$ cat src/rtl/dot4_ctrl.sv
// Dot-product sequencer: feeds operand pairs one at a time to an external
// multiplier, accumulates the 8-bit products and presents the 12-bit sum.
module dot4_ctrl #(
  parameter int VEC_LEN = 4,
  parameter int TIMEOUT = 15
) (
  input  logic        clk,
  input  logic        rst_n,
  input  logic        in_valid,
  output logic        in_ready,
  input  logic [3:0]  in_a,
  input  logic [3:0]  in_b,
  output logic        mul_st,
  output logic [3:0]  mul_mplier,
  output logic [3:0]  mul_mcand,
  input  logic [8:0]  mul_prod,
  input  logic        mul_done,
  output logic        out_valid,
  input  logic        out_ready,
  output logic [11:0] out_sum,
  output logic        err
);

  typedef enum logic [2:0] {
    S_IDLE,
    S_ISSUE,
    S_WAIT,
    S_ACCUM,
    S_OUT
  } state_e;

  // The counter reaches TIMEOUT on the edge that ends the TIMEOUT-th WAIT cycle.
  localparam logic [7:0] WAIT_LAST = 8'(TIMEOUT - 1);
  localparam logic [4:0] LEN       = 5'(VEC_LEN);

  state_e      state_q, state_d;
  logic [3:0]  opa_q, opa_d;
  logic [3:0]  opb_q, opb_d;
  logic [7:0]  wcnt_q, wcnt_d;
  logic [7:0]  prod_q, prod_d;
  logic [11:0] sum_q, sum_d;
  logic [4:0]  cnt_q, cnt_d;
  logic        err_q, err_d;
  logic        unused_prod_msb;

  // A 4x4 product never sets bit 8.
  assign unused_prod_msb = mul_prod[8];

  always_comb begin
    // NOTE: every combinational output gets a default first so no path infers a latch.
    state_d   = state_q;
    opa_d     = opa_q;
    opb_d     = opb_q;
    wcnt_d    = wcnt_q;
    prod_d    = prod_q;
    sum_d     = sum_q;
    cnt_d     = cnt_q;
    err_d     = err_q;
    in_ready  = 1'b0;
    mul_st    = 1'b0;
    out_valid = 1'b0;

    unique case (state_q)
      S_IDLE: begin
        in_ready = 1'b1;
        if (in_valid) begin
          opa_d   = in_a;
          opb_d   = in_b;
          state_d = S_ISSUE;
        end
      end
      S_ISSUE: begin
        mul_st  = 1'b1;
        wcnt_d  = '0;
        state_d = S_WAIT;
      end
      S_WAIT: begin
        wcnt_d = wcnt_q + 8'd1;
        // A done level left over from the previous product is still visible
        // in the first WAIT cycle, so it is ignored there.
        if (wcnt_q != 8'd0 && mul_done) begin
          prod_d  = mul_prod[7:0];
          state_d = S_ACCUM;
        end else if (wcnt_q == WAIT_LAST) begin
          err_d   = 1'b1;
          sum_d   = '0;
          cnt_d   = '0;
          state_d = S_IDLE;
        end
      end
      S_ACCUM: begin
        sum_d   = sum_q + {4'b0000, prod_q};
        cnt_d   = cnt_q + 5'd1;
        state_d = (cnt_d == LEN) ? S_OUT : S_IDLE;
      end
      S_OUT: begin
        out_valid = 1'b1;
        if (out_ready) begin
          sum_d   = '0;
          cnt_d   = '0;
          state_d = S_IDLE;
        end
      end
      default: state_d = S_IDLE;
    endcase
  end

  // NOTE: state registers use non-blocking assignments so every flop samples pre-edge values.
  always_ff @(posedge clk or negedge rst_n) begin
    if (!rst_n) begin
      state_q <= S_IDLE;
      opa_q   <= '0;
      opb_q   <= '0;
      wcnt_q  <= '0;
      prod_q  <= '0;
      sum_q   <= '0;
      cnt_q   <= '0;
      err_q   <= 1'b0;
    end else begin
      state_q <= state_d;
      opa_q   <= opa_d;
      opb_q   <= opb_d;
      wcnt_q  <= wcnt_d;
      prod_q  <= prod_d;
      sum_q   <= sum_d;
      cnt_q   <= cnt_d;
      err_q   <= err_d;
    end
  end

  assign mul_mplier = opa_q;
  assign mul_mcand  = opb_q;
  assign out_sum    = (state_q == S_OUT) ? sum_q : 12'd0;
  assign err        = err_q;

endmodule
$ cat config.mk
export PLATFORM = sky130hd
export DESIGN_NAME = dot4_ctrl
export DESIGN_NICKNAME = d
export VERILOG_FILES = /design/src/rtl/dot4_ctrl.sv
export SDC_FILE = /design/constraint.sdc
export NUM_CORES = 1
export LEC_CHECK = 0
export ABC_AREA = 1
export BUFFER_PORTS_ARGS = -buffer_cell sky130_fd_sc_hd__buf_4
export CAP_MARGIN = 10
export CORE_MARGIN = 1.5
export CORE_UTILIZATION = 60
export DETAILED_ROUTE_END_ITERATION = 6
export PLACE_DENSITY = 0.85
export SLEW_MARGIN = 10
export SYNTH_ARGS = -nofsm -noshare
export SYNTH_HDL_FRONTEND = slang
export SYNTH_SLANG_ARGS = --single-unit
$ cat constraint.sdc
create_clock -name clk -period 4.58 [get_ports clk]
set_input_delay 0.916 -clock clk [delete_from_list [all_inputs] [get_ports clk]]
set_output_delay 0.916 -clock clk [all_outputs]
set_load 0.02 [all_outputs]
==> impl_metrics.env, run 1 <==
export IMPL_status="completed"
export IMPL_first_iter_violations=157
export IMPL_yosys_area_top_type="dfrtp_1"
export IMPL_clock_sinks=45
export IMPL_cp_data_required_time_ns=3.66
export IMPL_critPathCapture="mul_st"
export IMPL_cts_buffer_depth=2
export IMPL_worstHoldStart="err"
export IMPL_die_y_um=69.3
export IMPL_cts_clk_slew_worst_paths_ns=0.09
export IMPL_drt_first_pass_iters=4
export IMPL_synth_seq_cells=45
export IMPL_die_area_um2=4800
export IMPL_cts_root_buf="clkbuf_8"
export IMPL_finalSetupTns_ns=0
export IMPL_drv_cap=0
export IMPL_r2r_cells=9
export IMPL_vias=2350
export IMPL_grt_pass1_wl_mm=9.67
export IMPL_synth_cell_types=28
export IMPL_seq_area_um2=1130
export IMPL_place_congestion=0.853
export IMPL_min_period_ns=2.38
export IMPL_r2r_end="sum_q[6]"
export IMPL_wirelength_mm=5.45
export IMPL_p_sw_uw=696
export IMPL_fmax_mhz=421
export IMPL_yosysSeqAreaShare_pct=42.7
export IMPL_fin_nets=435
export IMPL_yosys_top_cells_area="dfrtp_1 43%, nand2_1 19%, inv_1 6.7%"
export IMPL_cts_buffers_inserted=5
export IMPL_cts_htree_levels=2
export IMPL_fillers=312
export IMPL_worstMarginPinSlew_ns=0.557
export IMPL_clk_latency_ns=0.31
export IMPL_core_area_um2=4120
export IMPL_grt_use_total_pct=24.9
export IMPL_n_antenna_cell=0
export IMPL_synthesis_area_um2=2640
export IMPL_hold_viol=0
export IMPL_cts_resized=0
export IMPL_grt_pass1_vias=2262
export IMPL_ctsHoldBuffers=0
export IMPL_rsz0062_at_grt="no"
export IMPL_cp_arrival_ns=1.46
export IMPL_grt_max_degree=46
export IMPL_drtAntennaViolNets=0
export IMPL_multi_input_area_um2=1310
export IMPL_worst_setup_path_type="register to output port"
export IMPL_slew_violations=0
export IMPL_avgRoutedWirePerCell_um=12.1
export IMPL_syn_inst=351
export IMPL_maxSlewHeadroom_pct=62.8
export IMPL_ff2ff_setup_slack_ns=2.59
export IMPL_area_growth_pct=18.3
export IMPL_die_w_um=69.3
export IMPL_dp_hpwl_mm=3.98
export IMPL_rows=23
export IMPL_portBuffers=44
export IMPL_via_per_inst=5.23
export IMPL_irDropWorstVdd_mv=0.353
export IMPL_period_share_pct=51.9
export IMPL_synth_warnings=0
export IMPL_cts_tree="yes"
export IMPL_whs_ns=0.463
export IMPL_critPathCaptureType="output port"
export IMPL_internal_power_uw=982
export IMPL_leakagePower_nw=1.79
export IMPL_powerDensity_nw_per_um2=538
export IMPL_combPwrFrac_pct=45.0
export IMPL_cts_setup_buffers=0
export IMPL_clock_power_share_pct=17.9
export IMPL_finalSetupViolCount=0
export IMPL_drcViolationCount=0
export IMPL_drive_gt1_share_pct=18.0
export IMPL_skew_ns=0.0119
export IMPL_antenna_found_initial=0
export IMPL_netlist_area_leader_share_pct=42.7
export IMPL_power_switching_share_pct=41.5
export IMPL_whs_path_depth=1
export IMPL_overflow=0
export IMPL_crit_path_start_kind="register"
export IMPL_hold_class="register to register"
export IMPL_pwr_share_seq_pct=37.1
export IMPL_path_max_fanout=7
export IMPL_ios=46
export IMPL_synth_nets=387
export IMPL_syn_area_per_cell_um2=7.52
export IMPL_start_util_pct=64.1
export IMPL_r2r_start="sum_q[0]"
export IMPL_cp_startpoint="state_q[2]"
export IMPL_power_mw=1.68
[layout make-up]
class                   instances  area share, %
repair buffers                 45           10.8
inverters                      48           5.77
flip-flops and latches         45           36.1
well taps                      50           2.00
clock buffers                   5           2.20
multi-input cells             254           41.9
clock inverters                 2           1.24
[placed cells by master (no fill, tap or decap), types with 3 or more instances in the layout]
cell      synthesis  final
ha_1             13     13
dfrtp_1          45     45
mux2_2            8      8
nand2_1         131    131
buf_4             0     45
xor2_1            3      3
inv_1            47     47
nor2_1           29     29
clkbuf_8          0      5
o21ai_0           9      9
nand3_1          31     31
o22ai_1           3      3
a21oi_1           3      3
nor3_1            3      3
or2_2             4      4
nand4_1           3      3
[sequential cells by signal, indices dropped and copies added, names as in the netlist]
name,cells
sum_q,12
prod_q,8
wcnt_q,8
cnt_q,5
mul_mcand,4
mul_mplier,4
state_q,3
err,1
[how the worst min path moves through the flow]
stage | end | slack, ns
global placement | err | 0.45
CTS | err | 0.47
finish | err | 0.46
global route | err | 0.48
floorplan | prod_q[0] | 0.46
detailed placement | err | 0.45
[power by group through the flow]
| stage | clock (mW) | sequential [mW] | combinational, mW |
|---|---|---|---|
| floorplan | 0 | 0.651 | 0.511 |
| global placement | 0 | 0.621 | 0.723 |
| detailed placement | 0 | 0.628 | 0.751 |
| CTS | 0.304 | 0.621 | 0.758 |
| global route | 0.319 | 0.638 | 0.854 |
| finish | 0.300 | 0.622 | 0.756 |
[synth_stat cells, drive strengths merged]
library cell    n
o21ai           9
xor2            3
nand3          33
nor2           30
xnor2           2
o31ai           1
mux2            8
dfrtp          45
fa              1
a21o            2
or2             5
nand3b          1
nand2         133
nor3            4
inv            48
o22ai           3
clkbuf          1
ha             13
nand4           3
a21oi           3
buf             3
[worst max-delay path: stages (launching register included)]
cell,delay (ns)
dfrtp_1,0.46
nor3_1,0.45
buf_4,0.23
[metal layers]
metal | track usage (%) | up-vias | part of all wire, %
met2 | 40.6 | 56 | 47
met5 | 0 | - | 0
li1 | - | 1191 | -
met4 | 9.59 | 0 | 1.6
met1 | 32.1 | 1095 | 45
met3 | 6.25 | 8 | 6.0
[logic make-up after synthesis]
group	synth area share, %
simple gates	33.7
buf+inv	7.78
flops	42.7
compound gates	3.84
fa+ha+maj	6.92
mux	3.41
xor+xnor	1.66
[per-stage QoR]
stage / area, um^2 / instances / worst slack, ns / utilization (%)
after floorplan: 2640 / 351 / 2.55 / -
after global placement: 3010 / 442 / 2.55 / 73.2
after detailed placement: 3010 / 442 / 2.56 / 73.2
after CTS: 3120 / 449 / 2.21 / 75.9
after global routing: 3120 / 449 / 2.13 / 75.9
final: 3120 / 449 / 2.20 / 75.9
No activity file was read; power rests on OpenSTA's default activity.
==> run 2: changes to the inputs <==
- CORE_UTILIZATION: 60 -> 56
- PLACE_DENSITY: 0.85 -> 0.8
- clock period: 4.58 -> 2.4 ns (I/O delays scaled with it)
==> run 2 against run 1 <==
  * Setup slack worse by 1.8 ns
  * Non-clock buffer count stayed put
  * Final area is 0.28% lower
  * Critical path depth stayed put
  * Clock-buffer cell count is 1 higher
  * Register-to-register slack worse by 2.1 ns
  * Sequential share of layout area is 0.10 points higher
  * Clock power is 70% higher
  * Critical path type unchanged
==> impl_metrics.env, run 2 (synthesized netlist as in run 1, its figures left out) <==
export IMPL_drv_cap=0
export IMPL_finalSetupTns_ns=0
export IMPL_clk_latency_ns=0.31
export IMPL_cts_setup_buffers=0
export IMPL_status="completed"
export IMPL_rows=24
export IMPL_grt_pass1_wl_mm=9.98
export IMPL_grt_max_degree=46
export IMPL_ff2ff_setup_slack_ns=0.45
export IMPL_final_area_um2=3110
export IMPL_via_per_inst=5.13
export IMPL_finalSetupViolCount=0
export IMPL_placed_area_um2=3020
export IMPL_cp_num_buf_inv=1
export IMPL_largest_register="sum_q"
export IMPL_overflow=0
export IMPL_die_area_um2=5130
export IMPL_worst_setup_path_type="register to output port"
export IMPL_grt_pass1_vias=2325
export IMPL_path_delay_family="simple AND/OR/NAND/NOR gates"
export IMPL_dp_slack_ns=0.465
export IMPL_cts_resized=0
export IMPL_cts_buffers_inserted=5
export IMPL_fin_nets=435
export IMPL_antenna_found_initial=0
export IMPL_drtAntennaViolNets=0
export IMPL_slew_violations=0
export IMPL_area_growth_pct=18.0
export IMPL_period_share_pct=82.6
export IMPL_place_congestion=0.889
export IMPL_ios=46
export IMPL_rsz0062_at_grt="no"
export IMPL_layout_commonest_cell="nand2_1"
export IMPL_powerDensity_nw_per_um2=1010
export IMPL_layout_common_cells="131 x nand2_1, 47 x inv_1, 45 x dfrtp_1, 45 x buf_4, 31 x nand3_1"
export IMPL_avgRoutedWirePerCell_um=12.4
export IMPL_largest_register_ffs=12
export IMPL_worst_path_max_delay_cell="nor3_1"
export IMPL_hold_class="input port to asynchronous set/reset pin"
export IMPL_crit_path_max_incr_delay_ns=0.48
export IMPL_cp_arrival_ns=1.50
export IMPL_top_regs="sum_q (12), prod_q (8), wcnt_q (8)"
export IMPL_skew_ns=0.00591
export IMPL_leakagePower_nw=1.78
export IMPL_start_util_pct=59.4
export IMPL_setup_ws_ns=0.418
export IMPL_cts_tree="yes"
export IMPL_critPathCaptureType="output port"
export IMPL_hold_viol=0
export IMPL_worstMarginPinSlew_ns=0.648
export IMPL_path_max_fanout=7
export IMPL_first_iter_violations=157
export IMPL_maxSlewHeadroom_pct=56.5
export IMPL_wirelength_mm=5.62
export IMPL_cts_buffer_depth=2
export IMPL_die_w_um=71.6
export IMPL_crit_path_start_kind="register"
export IMPL_vias=2318
export IMPL_fmax_mhz=505
export IMPL_irDropWorstVdd_mv=0.685
export IMPL_min_period_ns=1.98
export IMPL_cp_data_required_time_ns=1.92
export IMPL_cts_clk_slew_worst_paths_ns=0.09
export IMPL_core_area_um2=4440
export IMPL_cts_root_buf="clkbuf_8"
export IMPL_ctsHoldBuffers=0
export IMPL_dp_hpwl_mm=4.14
export IMPL_portBuffers=44
export IMPL_die_y_um=71.6
export IMPL_drt_first_pass_iters=6
export IMPL_grt_use_total_pct=24.5
export IMPL_drcViolationCount=0
export IMPL_whs_ns=0.163
export IMPL_n_antenna_cell=0
export IMPL_cts_htree_levels=2
export IMPL_path_cells="nor3_1 > buf_4"
export IMPL_drive_gt1_share_pct=18.3
export IMPL_clock_sinks=45
-- run 2: cell count changes in the layout (fill, tap and decap cells not counted), sizes merged --
cell    previous run  this run
bufinv             1         0
clkinv             0         2
clkbuf             5         6
inv               49        48
-- run 2: area by class of cell --
class / count / area, um^2
Multi-Input combinational cell: 254 / 1310
Clock inverter: 2 / 13.8
Sequential cell: 45 / 1130
Tap cell: 52 / 65.1
Timing Repair Buffer: 45 / 338
Inverter: 48 / 180
Clock buffer: 6 / 82.6
Fill cell: 391 / 1330
-- run 2: routing by layer --
layer	track usage, %	wire [um]	up-vias
met1	31.0	2480	1044
met4	8.60	92	0
met3	4.64	348	9
met5	0	0	-
met2	42.0	2700	71
li1	-	-	1194
-- run 2: final timing paths --
kind,cells past startpoint,endpoint,startpoint
min in group clk,3,prod_q[6],mul_prod[6]
setup / recovery,2,mul_st,state_q[2]
max in group asynchronous,1,sum_q[5],rst_n
setup reg to reg,9,sum_q[6],sum_q[0]
hold reg to reg,1,err,err
hold / removal,1,wcnt_q[2],rst_n
-- run 2: worst reg2reg max path, cell delays in order, from the launching register on --
cell and delay (ns):
dfrtp_1 0.41, ha_1 0.23, fa_1 0.44, nand3_1 0.10
nand3_1 0.12, nand2_1 0.09, nand2_1 0.06, or2_2 0.28
nand3_1 0.07, nand2_1 0.05
-- run 2: report_power, final --
group / total (mW) / internal, mW / leakage, nW / switching [mW]
Sequential: 1.19 / 0.996 / 0.588 / 0.194
Combinational: 1.45 / 0.569 / 1.15 / 0.886
Clock: 0.510 / 0.234 / 0.0512 / 0.277
Total: 3.16 / 1.80 / 1.78 / 1.36
-- run 2: per-stage QoR --
step | util (%) | cells | power [mW]
2_1_floorplan | - | 351 | 2.22
3_3_place_gp | 67.9 | 444 | 2.57
3_5_place_dp | 67.9 | 444 | 2.64
4_1_cts | 70.0 | 452 | 3.16
5_1_grt | 70.0 | 452 | 3.42
6_report | 70.0 | 452 | 3.16
